## src/rtl/ddr2_client_port.sv

```systemverilog
// Command-queueing initiator for the DDR2 controller client req/ack/rdy interface.
// Define DDR2_CLIENT_READBACK_EN to verify every successful write with a read of the same address.
module ddr2_client_port #(
    parameter int ADDR_W     = 26,
    parameter int DATA_W     = 64,
    parameter int FIFO_DEPTH = 4,
    parameter int TIMEOUT    = 1024
) (
    input  logic              clk,
    input  logic              rst,
    input  logic              req_valid,
    output logic              req_ready,
    input  logic              req_we,
    input  logic [ADDR_W-1:0] req_addr,
    input  logic [DATA_W-1:0] req_wdata,
    output logic              rsp_valid,
    output logic              rsp_we,
    output logic [DATA_W-1:0] rsp_rdata,
    output logic              rsp_err,
    output logic              busy,
    output logic [ADDR_W-1:0] c_addr,
    output logic [DATA_W-1:0] c_data_in,
    output logic              c_rd_req,
    output logic              c_wr_req,
    input  logic              c_ack,
    input  logic              c_rdy,
    input  logic [DATA_W-1:0] c_data_out
);

    localparam int PTR_W = $clog2(FIFO_DEPTH);
    localparam int CNT_W = $clog2(TIMEOUT) + 1;

    typedef struct packed {
        logic              we;
        logic [ADDR_W-1:0] addr;
        logic [DATA_W-1:0] wdata;
    } cmd_t;

    typedef enum logic [2:0] {
        S_IDLE,
        S_REQ,
        S_WAIT,
        S_RESP
`ifdef DDR2_CLIENT_READBACK_EN
        ,
        S_RB_REQ,
        S_RB_WAIT
`endif
    } state_t;

    // ---------------- command FIFO ----------------
    cmd_t             fifo_mem [FIFO_DEPTH];
    logic [PTR_W-1:0] wr_ptr, rd_ptr;
    logic [PTR_W:0]   fifo_count;
    logic             fifo_empty;
    logic             push, pop;
    cmd_t             head;

    assign fifo_empty = (fifo_count == '0);
    assign req_ready  = (fifo_count != (PTR_W+1)'(FIFO_DEPTH));
    assign push       = req_valid && req_ready;
    assign head       = fifo_mem[rd_ptr];

    // NOTE: storage has no reset; only the pointers and count define FIFO contents.
    always_ff @(posedge clk) begin
        if (push) fifo_mem[wr_ptr] <= '{we: req_we, addr: req_addr, wdata: req_wdata};
    end

    // Pointers wrap naturally because FIFO_DEPTH is a power of two.
    always_ff @(posedge clk or posedge rst) begin
        if (rst) begin
            wr_ptr     <= '0;
            rd_ptr     <= '0;
            fifo_count <= '0;
        end else begin
            if (push) wr_ptr <= wr_ptr + 1'b1;
            if (pop)  rd_ptr <= rd_ptr + 1'b1;
            case ({push, pop})
                2'b10:   fifo_count <= fifo_count + 1'b1;
                2'b01:   fifo_count <= fifo_count - 1'b1;
                default: fifo_count <= fifo_count;
            endcase
        end
    end

    // ---------------- sequencer ----------------
    state_t            state, state_n;
    logic [CNT_W-1:0]  tmo_cnt;
    logic              c_rdy_q, rdy_rise, timeout;
    logic              in_req, in_wait, complete;
    logic              cur_we, cur_we_n;
    logic              c_rd_req_n, c_wr_req_n;
    logic [ADDR_W-1:0] c_addr_n;
    logic [DATA_W-1:0] c_data_in_n, rsp_rdata_n;
    logic              rsp_we_n, rsp_err_n;

    assign rdy_rise  = c_rdy && !c_rdy_q;
    assign timeout   = (tmo_cnt == CNT_W'(TIMEOUT - 1));
    assign rsp_valid = (state == S_RESP);
    assign busy      = !fifo_empty || (state != S_IDLE);

`ifdef DDR2_CLIENT_READBACK_EN
    logic in_rb;
    assign in_rb   = (state == S_RB_REQ) || (state == S_RB_WAIT);
    assign in_req  = (state == S_REQ)  || (state == S_RB_REQ);
    assign in_wait = (state == S_WAIT) || (state == S_RB_WAIT);
`else
    assign in_req  = (state == S_REQ);
    assign in_wait = (state == S_WAIT);
`endif

    // Completion may arrive together with c_ack, skipping the wait phase.
    assign complete = rdy_rise && ((in_req && c_ack) || in_wait);

    always_ff @(posedge clk or posedge rst) begin
        if (rst) begin
            state     <= S_IDLE;
            tmo_cnt   <= '0;
            c_rdy_q   <= 1'b0;
            cur_we    <= 1'b0;
            c_rd_req  <= 1'b0;
            c_wr_req  <= 1'b0;
            c_addr    <= '0;
            c_data_in <= '0;
            rsp_we    <= 1'b0;
            rsp_rdata <= '0;
            rsp_err   <= 1'b0;
        end else begin
            state     <= state_n;
            tmo_cnt   <= (state_n != state) ? '0 : tmo_cnt + 1'b1;
            c_rdy_q   <= c_rdy;
            cur_we    <= cur_we_n;
            c_rd_req  <= c_rd_req_n;
            c_wr_req  <= c_wr_req_n;
            c_addr    <= c_addr_n;
            c_data_in <= c_data_in_n;
            rsp_we    <= rsp_we_n;
            rsp_rdata <= rsp_rdata_n;
            rsp_err   <= rsp_err_n;
        end
    end

    always_comb begin
        // NOTE: every output gets a default first, so no path can infer a latch.
        state_n     = state;
        pop         = 1'b0;
        cur_we_n    = cur_we;
        c_rd_req_n  = c_rd_req;
        c_wr_req_n  = c_wr_req;
        c_addr_n    = c_addr;
        c_data_in_n = c_data_in;
        rsp_we_n    = rsp_we;
        rsp_rdata_n = rsp_rdata;
        rsp_err_n   = rsp_err;

        case (state)
            S_IDLE: begin
                if (!fifo_empty && c_rdy) begin
                    pop         = 1'b1;
                    cur_we_n    = head.we;
                    c_addr_n    = head.addr;
                    c_data_in_n = head.wdata;
                    c_wr_req_n  = head.we;
                    c_rd_req_n  = !head.we;
                    state_n     = S_REQ;
                end
            end
            S_RESP: state_n = S_IDLE;
            default: begin
                if (in_req && (c_ack || timeout)) begin
                    c_rd_req_n = 1'b0;
                    c_wr_req_n = 1'b0;
                end
                if (complete) begin
                    rsp_we_n  = cur_we;
                    rsp_err_n = 1'b0;
                    state_n   = S_RESP;
`ifdef DDR2_CLIENT_READBACK_EN
                    if (in_rb) begin
                        rsp_rdata_n = c_data_out;
                        rsp_err_n   = (c_data_out != c_data_in);
                    end else if (cur_we) begin
                        // c_rdy is high here, so the readback launches immediately.
                        c_rd_req_n = 1'b1;
                        state_n    = S_RB_REQ;
                    end else begin
                        rsp_rdata_n = c_data_out;
                    end
`else
                    rsp_rdata_n = cur_we ? '0 : c_data_out;
`endif
                end else if (in_req && c_ack) begin
`ifdef DDR2_CLIENT_READBACK_EN
                    state_n = in_rb ? S_RB_WAIT : S_WAIT;
`else
                    state_n = S_WAIT;
`endif
                end else if (timeout) begin
                    rsp_we_n    = cur_we;
                    rsp_rdata_n = '0;
                    rsp_err_n   = 1'b1;
                    state_n     = S_RESP;
                end
            end
        endcase
    end

endmodule
```

## config.mk

```make
export PLATFORM = sky130hd
export DESIGN_NAME = ddr2_client_port
export DESIGN_NICKNAME = d
export VERILOG_FILES = /design/src/rtl/ddr2_client_port.sv
export SDC_FILE = /design/constraint.sdc
export NUM_CORES = 1
export LEC_CHECK = 0
export BUFFER_PORTS_ARGS = -buffer_cell sky130_fd_sc_hd__buf_4
export CAP_MARGIN = 10
export CORE_UTILIZATION = 56
export DETAILED_ROUTE_END_ITERATION = 8
export GPL_TIMING_DRIVEN = 1
export HOLD_SLACK_MARGIN = 0.03
export PLACE_DENSITY_LB_ADDON = 0.1
export SLEW_MARGIN = 0
export SYNTH_ARGS = -nofsm -noshare
export SYNTH_HDL_FRONTEND = slang
export SYNTH_SLANG_ARGS = --single-unit
```

## constraint.sdc

```tcl
create_clock -name clk -period 5.3 [get_ports clk]
set_input_delay 0 -clock clk [delete_from_list [all_inputs] [get_ports clk]]
set_output_delay 0 -clock clk [all_outputs]
set_load 0.01 [all_outputs]
```

==> flow_summary_export.csv, run 1 <==
group,metric,value,unit
outcome,run_status,"finished clean",
die,die-area,36700,sq um
timing,report.final.setup_viol,0,
synthesis,synth_flop_cell,"sky130_fd_sc_hd__edfxtp_1",
pwr,power.density_cell_area,549,nW/um^2
global_route,grt.total_usage,0.250,
clock_network,clk_root_buffer_cell,"sky130_fd_sc_hd__clkbuf_16",
die,initial_util,0.567,
timing,max_slew_margin,0.210,
global_route,wire_length_of_the_first_global_routing_pass,67800,microns
synthesis,syn_nets,1303,
global_route,grt_util_met1,0.317,
place,placed_cell_area,23000,sq um
clock_network,cts_htree_levels,2,
timing,fmaxAchievable,385,MHz
clock_network,cts_hold_buf,159,
timing,report.final.slew_viol_count,0,
pwr,irDropWorstVdd,0.381,mV
global_route,use_met2,0.428,
place,final_weighted_congestion_in_routability_driven_placement,0.746,
timing,timing.setup.tns,0,ns
place,hpwl,25900,microns
worst_setup_path,crit_arrival,3.01,ns
clock_network,worst_setup_hold_path_clk_slew,0.06,ns
worst_setup_path,worst-setup-path-type,"register to register",
synthesis,synth_seq_area_share,0.768,
clock_network,worstSkewPairLatency,0.59,ns
clock_network,cts_sinks,545,
timing,actual_transition_at_the_worst_max_transition_pin,1.18,ns
layout,final_net_count,1794,
timing,rsz0062_at_grt,"no",
layout,final-seq-area,15500,sq um
synthesis,post_synth_inst_count,1136,
clock_network,cts_resized,0,
die,rows,69,
run,cap_violations,0,
pwr,power.total,14400,uW
layout,syn2layout_area_growth,30.6,%
detailed_routing,detail_route.iter0.violations,565,
layout,multiInputGateArea,4350,sq um
die,ios,321,
synthesis,synth.avg_cell_area,17.7,sq um
timing,hold_ws,0.0393,ns
global_route,globalRoute.busiestLayer,"met2",
synthesis,number_of_enable_type_register_cells_in_the_synthesized_netlist,364,
timing,finalCritPeriodShare,0.491,
pwr,p_leak,0.0106,uW
place,total_of_buffers_placed_on_input_and_output_ports,320,
die,die_y,192,microns
worst_setup_path,setup.worst_path.end_class,"register",
detailed_routing,post_drt_via_cell_ratio,5.45,
worst_setup_path,r2r_slack,2.70,ns
worst_setup_path,worstPathRequired,5.71,ns
layout,design_area,26300,sq um
synthesis,synth.distinct_cells,44,
global_route,initial_antenna_violation_count,5,
layout,fin_util,0.741,
detailed_routing,drt_pre_antenna_iters,5,
global_route,globalRouteOverflowTotal,0,
synthesis,syn-cell-area,20100,sq um
hold_path,worstHoldPathType,"primary input to asynchronous set/reset pin",
detailed_routing,routed_wirelength,45500,microns
die,core,35500,sq um
timing,final_period_minus_worst_setup_slack,2.60,ns
worst_setup_path,critPathLaunchType,"register",
global_route,grt_start_max_net_pins,70,
detailed_routing,postRouteAntennaNets,0,
clock_network,cts_inserted_buffers,53,
clock_network,clk_path_buf_depth,3,
layout,final.fill_count,2157,
detailed_routing,via_count,11658,
clock_network,cts_tree,"done",
synthesis,async_reset_ff_frac,0.332,
synthesis,synthesis.yosys.warnings,0,
die,chipWidth,192,microns
worst_setup_path,cp_max_fo,59,
timing,hold_violations,0,
timing,worst_clock_skew,0.0224,ns
synthesis,synth.ff_latch_count,545,
global_route,globalRouteMet3Util,0.0473,
clock_network,cts_setup_buffers,0,
detailed_routing,drc,0,
global_route,grt_pass1_vias,11988,
layout,post_route_cells_drive_above_1_share,0.314,
detailed_routing,post_drt_wl_per_cell,21.3,microns
[layout make-up]
| class | instances | share of cell area |
|---|---|---|
| Timing Repair Buffer | 495 | 0.157 |
| Multi-Input combinational cell | 521 | 0.166 |
| Clock buffer | 86 | 0.0621 |
| Sequential cell | 545 | 0.589 |
| Antenna cell | 5 | 0.000476 |
| Inverter | 11 | 0.00195 |
| Clock inverter | 14 | 0.00281 |
| Tap cell | 461 | 0.0219 |
[through the flow]
stage	worst slack, ns	std cells
2_1_floorplan	0.385	1136
5_1_grt	2.50	2138
6_report	2.70	2138
3_5_place_dp	2.71	1874
3_3_place_gp	2.76	1874
4_1_cts	2.71	2133
[cell usage after synthesis (2+ instances only)]
library cell / n / area, sq um
sky130_fd_sc_hd__nand2b_1: 3 / 18.8
sky130_fd_sc_hd__nor2_1: 5 / 18.8
sky130_fd_sc_hd__xnor2_1: 6 / 52.6
sky130_fd_sc_hd__ha_1: 6 / 75.1
sky130_fd_sc_hd__buf_2: 31 / 155
sky130_fd_sc_hd__nand2_1: 277 / 1040
sky130_fd_sc_hd__a22o_1: 64 / 561
sky130_fd_sc_hd__buf_6: 6 / 67.6
sky130_fd_sc_hd__and3_1: 6 / 37.5
sky130_fd_sc_hd__clkbuf_1: 20 / 75.1
sky130_fd_sc_hd__mux2i_1: 2 / 20.0
sky130_fd_sc_hd__nor3_1: 10 / 50.1
sky130_fd_sc_hd__nor2b_1: 2 / 12.5
sky130_fd_sc_hd__nand4_1: 4 / 25.0
sky130_fd_sc_hd__and4_1: 2 / 17.5
sky130_fd_sc_hd__nand3b_1: 2 / 15.0
sky130_fd_sc_hd__nand3_1: 5 / 25.0
sky130_fd_sc_hd__xor2_1: 7 / 61.3
sky130_fd_sc_hd__o21ai_0: 4 / 20.0
sky130_fd_sc_hd__mux2_2: 2 / 22.5
sky130_fd_sc_hd__o22ai_1: 2 / 12.5
sky130_fd_sc_hd__mux4_2: 91 / 2050
sky130_fd_sc_hd__a31oi_1: 2 / 12.5
sky130_fd_sc_hd__inv_1: 11 / 41.3
sky130_fd_sc_hd__dfrtp_1: 181 / 4530
sky130_fd_sc_hd__edfxtp_1: 364 / 10900
sky130_fd_sc_hd__and2_1: 2 / 12.5
sky130_fd_sc_hd__a21oi_1: 3 / 15.0
[layer usage]
layer  up-vias  share of wire
met5         -              0
met4         0          0.030
met3        93          0.068
met2       422           0.51
met1      5871           0.39
li1       5272              -
[critical path, cell delays in order (launching register included)]
cell and delay (ns):
sky130_fd_sc_hd__dfrtp_1 0.40, sky130_fd_sc_hd__or3_1 0.39, sky130_fd_sc_hd__nand4b_1 0.19, sky130_fd_sc_hd__buf_4 0.44, sky130_fd_sc_hd__buf_4 0.69, sky130_fd_sc_hd__o21ai_0 0.20
[cell families (layout without fill, tap and decap cells)]
kind of cell    Yosys count  count (layout)  share of synthesized area
flops                   545             545                      0.768
simple gates            324             324                     0.0656
mux                      95              95                      0.104
compound gates           82              82                     0.0347
buf+inv                  70             606                     0.0173
xor+xnor                 13              13                    0.00566
fa+ha+maj                 7               7                    0.00472
other cells               0               5                          0
[power by group]
part / switching, uW / internal [uW]
Sequential: 729 / 5830
Combinational: 2100 / 2130
Clock: 1530 / 2100
[registers in the layout (all words and copies together), names as in the netlist, 3 cells and up]
register,cells
fifo_count,3
tmo_cnt,11
c_addr,26
state,3
fifo_mem,364
c_data_in,64
rsp_rdata,64
[worst paths after layout]
check	start	to	depth (start not counted)
worst min register to register	c_data_in[62]$_DFFE_PP0P_	c_data_in[62]$_DFFE_PP0P_	2
worst max-delay path	fifo_count[2]$_DFFE_PP0P_	state[0]$_DFF_PP0_	5
max in group asynchronous	rst	rsp_rdata[26]$_DFFE_PP0P_	4
worst max register to register	fifo_count[2]$_DFFE_PP0P_	state[0]$_DFF_PP0_	5
worst min-delay path	rst	c_data_in[27]$_DFFE_PP0P_	3
min in group clk	req_wdata[44]	fifo_mem[3][44]$_DFFE_PP_	2
[placed cells by master (no fill, tap or decap), types with 2 or more instances in the layout]
| cell type | count |
|---|---|
| sky130_fd_sc_hd__clkbuf_8 | 14 |
| sky130_fd_sc_hd__mux2_2 | 2 |
| sky130_fd_sc_hd__edfxtp_1 | 364 |
| sky130_fd_sc_hd__ha_1 | 6 |
| sky130_fd_sc_hd__and3_1 | 2 |
| sky130_fd_sc_hd__dlygate4sd3_1 | 159 |
| sky130_fd_sc_hd__nor2_1 | 5 |
| sky130_fd_sc_hd__clkbuf_1 | 17 |
| sky130_fd_sc_hd__dfrtp_4 | 2 |
| sky130_fd_sc_hd__nand3b_1 | 2 |
| sky130_fd_sc_hd__nand3_1 | 5 |
| sky130_fd_sc_hd__diode_2 | 5 |
| sky130_fd_sc_hd__buf_4 | 336 |
| sky130_fd_sc_hd__xnor2_1 | 6 |
| sky130_fd_sc_hd__mux2i_1 | 2 |
| sky130_fd_sc_hd__o22ai_1 | 2 |
| sky130_fd_sc_hd__a31oi_1 | 2 |
| sky130_fd_sc_hd__clkbuf_16 | 55 |
| sky130_fd_sc_hd__inv_1 | 9 |
| sky130_fd_sc_hd__dfrtp_1 | 179 |
| sky130_fd_sc_hd__nor3_1 | 10 |
| sky130_fd_sc_hd__nand4_1 | 4 |
| sky130_fd_sc_hd__xor2_1 | 7 |
| sky130_fd_sc_hd__nand2b_1 | 3 |
| sky130_fd_sc_hd__a21oi_1 | 3 |
| sky130_fd_sc_hd__and3_4 | 4 |
| sky130_fd_sc_hd__a22o_1 | 64 |
| sky130_fd_sc_hd__and4_1 | 2 |
| sky130_fd_sc_hd__nand2_1 | 277 |
| sky130_fd_sc_hd__nor2b_1 | 2 |
| sky130_fd_sc_hd__mux4_2 | 91 |
| sky130_fd_sc_hd__clkinv_2 | 13 |
| sky130_fd_sc_hd__o21ai_0 | 4 |
Note: power is estimated with default switching activity, not from simulation.
==> run 2: changes to the inputs <==
- clock period: 5.3 -> 2.7 ns (I/O delays scaled with it)
==> flow_summary_export.csv, run 2 (same netlist as run 1, synthesis figures left out) <==
group,metric,value,unit
detailed_routing,routed_wirelength,45800,microns
die,die-area,36700,sq um
worst_setup_path,worst-setup-path-type,"register to register",
detailed_routing,post_drt_via_cell_ratio,5.45,
clock_network,worst_setup_hold_path_clk_slew,0.06,ns
global_route,wire_length_of_the_first_global_routing_pass,69900,microns
die,core,35500,sq um
die,ios,321,
timing,final_period_minus_worst_setup_slack,2.26,ns
layout,max_flop_register,"fifo_mem",
timing,worst_clock_skew,0.00846,ns
layout,final_cell_mix,"sky130_fd_sc_hd__edfxtp_1, sky130_fd_sc_hd__buf_4, sky130_fd_sc_hd__nand2_1",
pwr,p_leak,0.0107,uW
timing,report.final.slew_viol_count,0,
timing,rsz0062_at_grt,"no",
die,die_y,192,microns
die,chipWidth,192,microns
detailed_routing,drc,0,
clock_network,cts_sinks,545,
layout,fin_util,0.749,
place,hpwl,25600,microns
timing,timing.setup.tns,0,ns
worst_setup_path,cp_max_fo,10,
layout,syn2layout_area_growth,32.1,%
global_route,globalRouteOverflowTotal,0,
timing,report.final.setup_viol,0,
layout,post_route_cells_drive_above_1_share,0.310,
timing,hold_violations,0,
timing,finalCritPeriodShare,0.837,
global_route,grt.total_usage,0.255,
pwr,power.density_cell_area,1080,nW/um^2
detailed_routing,detail_route.iter0.violations,607,
worst_setup_path,setup.worst_path.end_class,"register",
detailed_routing,via_count,11673,
clock_network,cts_tree,"done",
worst_setup_path,critPathLaunchType,"register",
timing,actual_transition_at_the_worst_max_transition_pin,0.590,ns
global_route,grt_pass1_vias,12309,
worst_setup_path,worstPathRequired,3.21,ns
detailed_routing,drt_pre_antenna_iters,4,
detailed_routing,postRouteAntennaNets,0,
place,final_weighted_congestion_in_routability_driven_placement,0.755,
clock_network,cts_htree_levels,2,
place,total_of_buffers_placed_on_input_and_output_ports,320,
worst_setup_path,crit_arrival,2.77,ns
clock_network,cts_inserted_buffers,54,
clock_network,clk_root_buffer_cell,"sky130_fd_sc_hd__clkbuf_16",
run,cap_violations,0,
worst_setup_path,r2r_slack,0.44,ns
layout,final_net_count,1801,
clock_network,worstSkewPairLatency,0.58,ns
layout,layout.cells.most_common,"sky130_fd_sc_hd__edfxtp_1",
pwr,irDropWorstVdd,0.859,mV
global_route,grt_start_max_net_pins,103,
clock_network,clk_path_buf_depth,3,
timing,fmaxAchievable,443,MHz
outcome,run_status,"finished clean",
layout,reg_top3,"fifo_mem (364), c_data_in (64), rsp_rdata (64)",
die,initial_util,0.567,
detailed_routing,post_drt_wl_per_cell,21.4,microns
timing,max_slew_margin,0.606,
layout,flip_flop_count_of_the_largest_register_after_layout,364,
hold_path,worstHoldPathType,"primary input to register",
die,rows,69,
global_route,initial_antenna_violation_count,3,
-- run 2: worst paths after layout --
| kind | cells after the start | endpoint | from |
|---|---|---|---|
| min in group asynchronous | 4 | c_addr[14]$_DFFE_PP0P_ | rst |
| max | 9 | fifo_count[2]$_DFFE_PP0P_ | state[2]$_DFF_PP0_ |
| max in group asynchronous | 5 | c_data_in[28]$_DFFE_PP0P_ | rst |
| min | 2 | fifo_mem[1][65]$_DFFE_PP_ | req_addr[1] |
| max reg2reg | 9 | fifo_count[2]$_DFFE_PP0P_ | state[2]$_DFF_PP0_ |
| min reg2reg | 2 | c_addr[7]$_DFFE_PP0P_ | c_addr[7]$_DFFE_PP0P_ |
-- run 2: cell type report --
cell class,instances,area (sq um)
flip-flops and latches,545,15500
fillers,2078,8890
repair buffers,501,4390
multi-input cells,521,4350
clock buffers,84,1600
well taps,461,577
clock inverters,17,155
inverters,11,47.5
diodes,3,7.51
-- run 2: stage by stage --
| stage | total power (uW) | hold slack [ns] | cell area [sq um] | cells | setup slack [ns] |
|---|---|---|---|---|---|
| 6_report | 28800 | 0.164 | 26600 | 2143 | 0.441 |
| 3_3_place_gp | 21300 | -0.0691 | 23200 | 1879 | 0.523 |
| 3_5_place_dp | 21500 | -0.0701 | 23200 | 1879 | 0.482 |
| 4_1_cts | 29100 | 0.127 | 26600 | 2140 | 0.441 |
| 2_1_floorplan | 17500 | 0.0314 | 20100 | 1136 | 0.345 |
| 5_1_grt | 30300 | 0.143 | 26600 | 2143 | 0.302 |
-- run 2: routing by layer --
| layer | vias to the layer above | GRT usage | routed length [microns] |
|---|---|---|---|
| met5 | - | 0 | 0 |
| met4 | 0 | 0.106 | 1650 |
| met3 | 79 | 0.0565 | 3240 |
| met2 | 387 | 0.425 | 22700 |
| met1 | 5933 | 0.325 | 18200 |
| li1 | 5274 | - | - |
-- run 2: repair_timing --
item,4_1_cts,5_1_grt
endpoints found under the hold margin,634,0
buffers inserted,0,0
hold buffers,160,0
resized for setup,0,0
-- run 2: report_power, final --
group / switching [uW] / internal [uW]
Sequential: 1180 / 11400
Combinational: 4460 / 4410
Clock: 3000 / 4340
-- run 2: critical path: stages, from the launching register on --
cell and delay, ns:
sky130_fd_sc_hd__dfrtp_1 0.50, sky130_fd_sc_hd__nor2_1 0.23, sky130_fd_sc_hd__nand4b_1 0.27, sky130_fd_sc_hd__inv_4 0.14, sky130_fd_sc_hd__ha_1 0.19, sky130_fd_sc_hd__inv_1 0.06
sky130_fd_sc_hd__fa_1 0.37, sky130_fd_sc_hd__xor2_1 0.16, sky130_fd_sc_hd__nor2_1 0.13, sky130_fd_sc_hd__xor2_1 0.15
==> run 3: changes to the inputs <==
- clock period: 2.7 -> 2.2 ns (I/O delays scaled with it)
==> flow_summary_export.csv, run 3 (same netlist as run 1, synthesis figures left out) <==
group,metric,value,unit
pwr,p_leak,0.0108,uW
detailed_routing,routed_wirelength,45300,microns
worst_setup_path,critical_path_buf_inv_count,2,
detailed_routing,drc,0,
worst_setup_path,worst-setup-path-type,"register to register",
global_route,grt_start_max_net_pins,96,
place,placed_cell_area,23400,sq um
hold_path,worstHoldPathType,"primary input to register",
clock_network,clk_root_buffer_cell,"sky130_fd_sc_hd__clkbuf_16",
layout,final_cell_mix,"sky130_fd_sc_hd__edfxtp_1, sky130_fd_sc_hd__buf_4, sky130_fd_sc_hd__nand2_1",
worst_setup_path,cp_slowest_stage_delay,0.46,ns
die,die-area,36700,sq um
place,final_weighted_congestion_in_routability_driven_placement,0.769,
layout,post_route_cells_drive_above_1_share,0.320,
die,rows,69,
timing,hold_violations,0,
layout,max_flop_register,"fifo_mem",
die,chipWidth,192,microns
worst_setup_path,cp_cell_sequence,"nor2_2 -> nand4b_1 -> clkinv_2 -> ha_1 -> inv_1 -> fa_1 -> xor2_1 -> nor2_1 -> xor2_1",
timing,finalCritPeriodShare,0.942,
pwr,power.total,35700,uW
global_route,grt.total_usage,0.250,
detailed_routing,detail_route.iter0.violations,590,
place,hpwl,25700,microns
worst_setup_path,crit_arrival,2.57,ns
global_route,initial_antenna_violation_count,3,
clock_network,cts_htree_levels,2,
detailed_routing,drt_pre_antenna_iters,4,
timing,final_period_minus_worst_setup_slack,2.07,ns
clock_network,clk_path_buf_depth,3,
clock_network,cts_sinks,545,
layout,reg_top3,"fifo_mem (364), c_data_in (64), rsp_rdata (64)",
detailed_routing,post_drt_via_cell_ratio,5.47,
layout,syn2layout_area_growth,33.0,%
detailed_routing,post_drt_wl_per_cell,21.0,microns
place,total_of_buffers_placed_on_input_and_output_ports,320,
worst_setup_path,critical-path-top-cell-by-count,"sky130_fd_sc_hd__xor2_1",
die,ios,321,
die,core,35500,sq um
worst_setup_path,worstPathRequired,2.70,ns
global_route,wire_length_of_the_first_global_routing_pass,68800,microns
detailed_routing,postRouteAntennaNets,0,
timing,max_slew_margin,0.554,
worst_setup_path,setup.worst_path.end_class,"register",
clock_network,cts_inserted_buffers,52,
pwr,irDropWorstVdd,0.883,mV
clock_network,worst_setup_hold_path_clk_slew,0.07,ns
die,initial_util,0.567,
worst_setup_path,cp_top_family,"adder cells",
timing,report.final.setup_viol,0,
run,cap_violations,0,
die,die_y,192,microns
layout,flip_flop_count_of_the_largest_register_after_layout,364,
outcome,run_status,"finished clean",
layout,design_area,26800,sq um
global_route,globalRouteOverflowTotal,0,
timing,actual_transition_at_the_worst_max_transition_pin,0.669,ns
worst_setup_path,cp_max_fo,9,
timing,report.final.slew_viol_count,0,
pwr,power.density_cell_area,1330,nW/um^2
worst_setup_path,critPathLaunchType,"register",
layout,layout.cells.most_common,"sky130_fd_sc_hd__edfxtp_1",
global_route,grt_pass1_vias,12369,
timing,worst_clock_skew,0.00922,ns
worst_setup_path,crit_slowest_cell,"sky130_fd_sc_hd__dfrtp_1",
timing,fmaxAchievable,482,MHz
clock_network,cts_tree,"done",
layout,final_net_count,1811,
detailed_routing,via_count,11778,
clock_network,worstSkewPairLatency,0.58,ns
timing,rsz0062_at_grt,"no",
[run 3: cell types whose count changed in the layout (fill, tap and decap cells not counted)]
cell	change
sky130_fd_sc_hd__buf_12	+4
sky130_fd_sc_hd__buf_4	+8
sky130_fd_sc_hd__bufinv_16	+3
sky130_fd_sc_hd__clkbuf_1	-5
sky130_fd_sc_hd__clkbuf_16	-4
sky130_fd_sc_hd__clkbuf_8	+2
sky130_fd_sc_hd__clkinv_1	-4
sky130_fd_sc_hd__clkinv_2	-3
sky130_fd_sc_hd__clkinv_4	+4
sky130_fd_sc_hd__clkinvlp_4	+3
sky130_fd_sc_hd__inv_4	-1
sky130_fd_sc_hd__inv_6	+2
sky130_fd_sc_hd__nor2_1	-1
sky130_fd_sc_hd__nor2_2	+1
[run 3: layer usage]
| metal | global-route usage | part of all wire | vias up |
|---|---|---|---|
| met5 | 0 | 0 | - |
| met4 | 0.0870 | 0.028 | 0 |
| met3 | 0.0435 | 0.061 | 71 |
| met2 | 0.426 | 0.51 | 400 |
| met1 | 0.327 | 0.41 | 6005 |
| li1 | - | - | 5302 |
[run 3: final timing paths]
kind | from | endpoint | slack, ns | cells after the start
max | state[1]$_DFF_PP0_ | fifo_count[2]$_DFFE_PP0P_ | 0.13 | 9
min | c_rdy | c_rdy_q$_DFF_PP0_ | 0.14 | 2
max reg2reg | state[1]$_DFF_PP0_ | fifo_count[2]$_DFFE_PP0P_ | 0.13 | 9
min reg2reg | c_addr[9]$_DFFE_PP0P_ | c_addr[9]$_DFFE_PP0P_ | 0.48 | 2
max in group asynchronous | rst | rsp_rdata[22]$_DFFE_PP0P_ | 0.85 | 5
min in group asynchronous | rst | rsp_rdata[48]$_DFFE_PP0P_ | 0.55 | 4
[run 3: power breakdown]
group | switching [uW] | internal (uW) | total [uW]
sequential | 1400 | 14000 | 15400
clock | 3750 | 5480 | 9220
combinational | 5490 | 5560 | 11000
[run 3: area by class of cell]
cell class	count	area [sq um]
Timing Repair Buffer	513	4530
Tap cell	461	577
Inverter	11	46.3
Fill cell	2072	8710
Antenna cell	3	7.51
Sequential cell	545	15500
Clock buffer	77	1510
Clock inverter	21	285
Multi-Input combinational cell	521	4360
[run 3: per-stage QoR]
stage | instances | setup WS (ns) | util | hold WS, ns | setup TNS, ns
after floorplan | 1136 | -0.123 | - | 0.0314 | -22.19
after global placement | 1891 | 0.179 | 0.659 | -0.0584 | 0
after detailed placement | 1891 | 0.138 | 0.659 | -0.0623 | 0
after CTS | 2149 | 0.0768 | 0.754 | 0.117 | 0
after global routing | 2151 | 0.0156 | 0.754 | 0.126 | 0
final | 2152 | 0.127 | 0.755 | 0.137 | 0
[run 3: timing repair]
action                                 in CTS  in global routing
buffers inserted                            0                  0
endpoints found under the hold margin     645                  0
gates resized for setup                     0                  0
hold buffers                              160                  0
[run 3: worst register-to-register path, delay by kind of cell, from the launching register on]
kind                       cells  cell delay (ns)
xor gates and xnor gates       2             0.31
adders and majority gates      2             0.55
buffers and inverters          2             0.18
DFF                            1             0.46
and+or+nand+nor                3             0.50
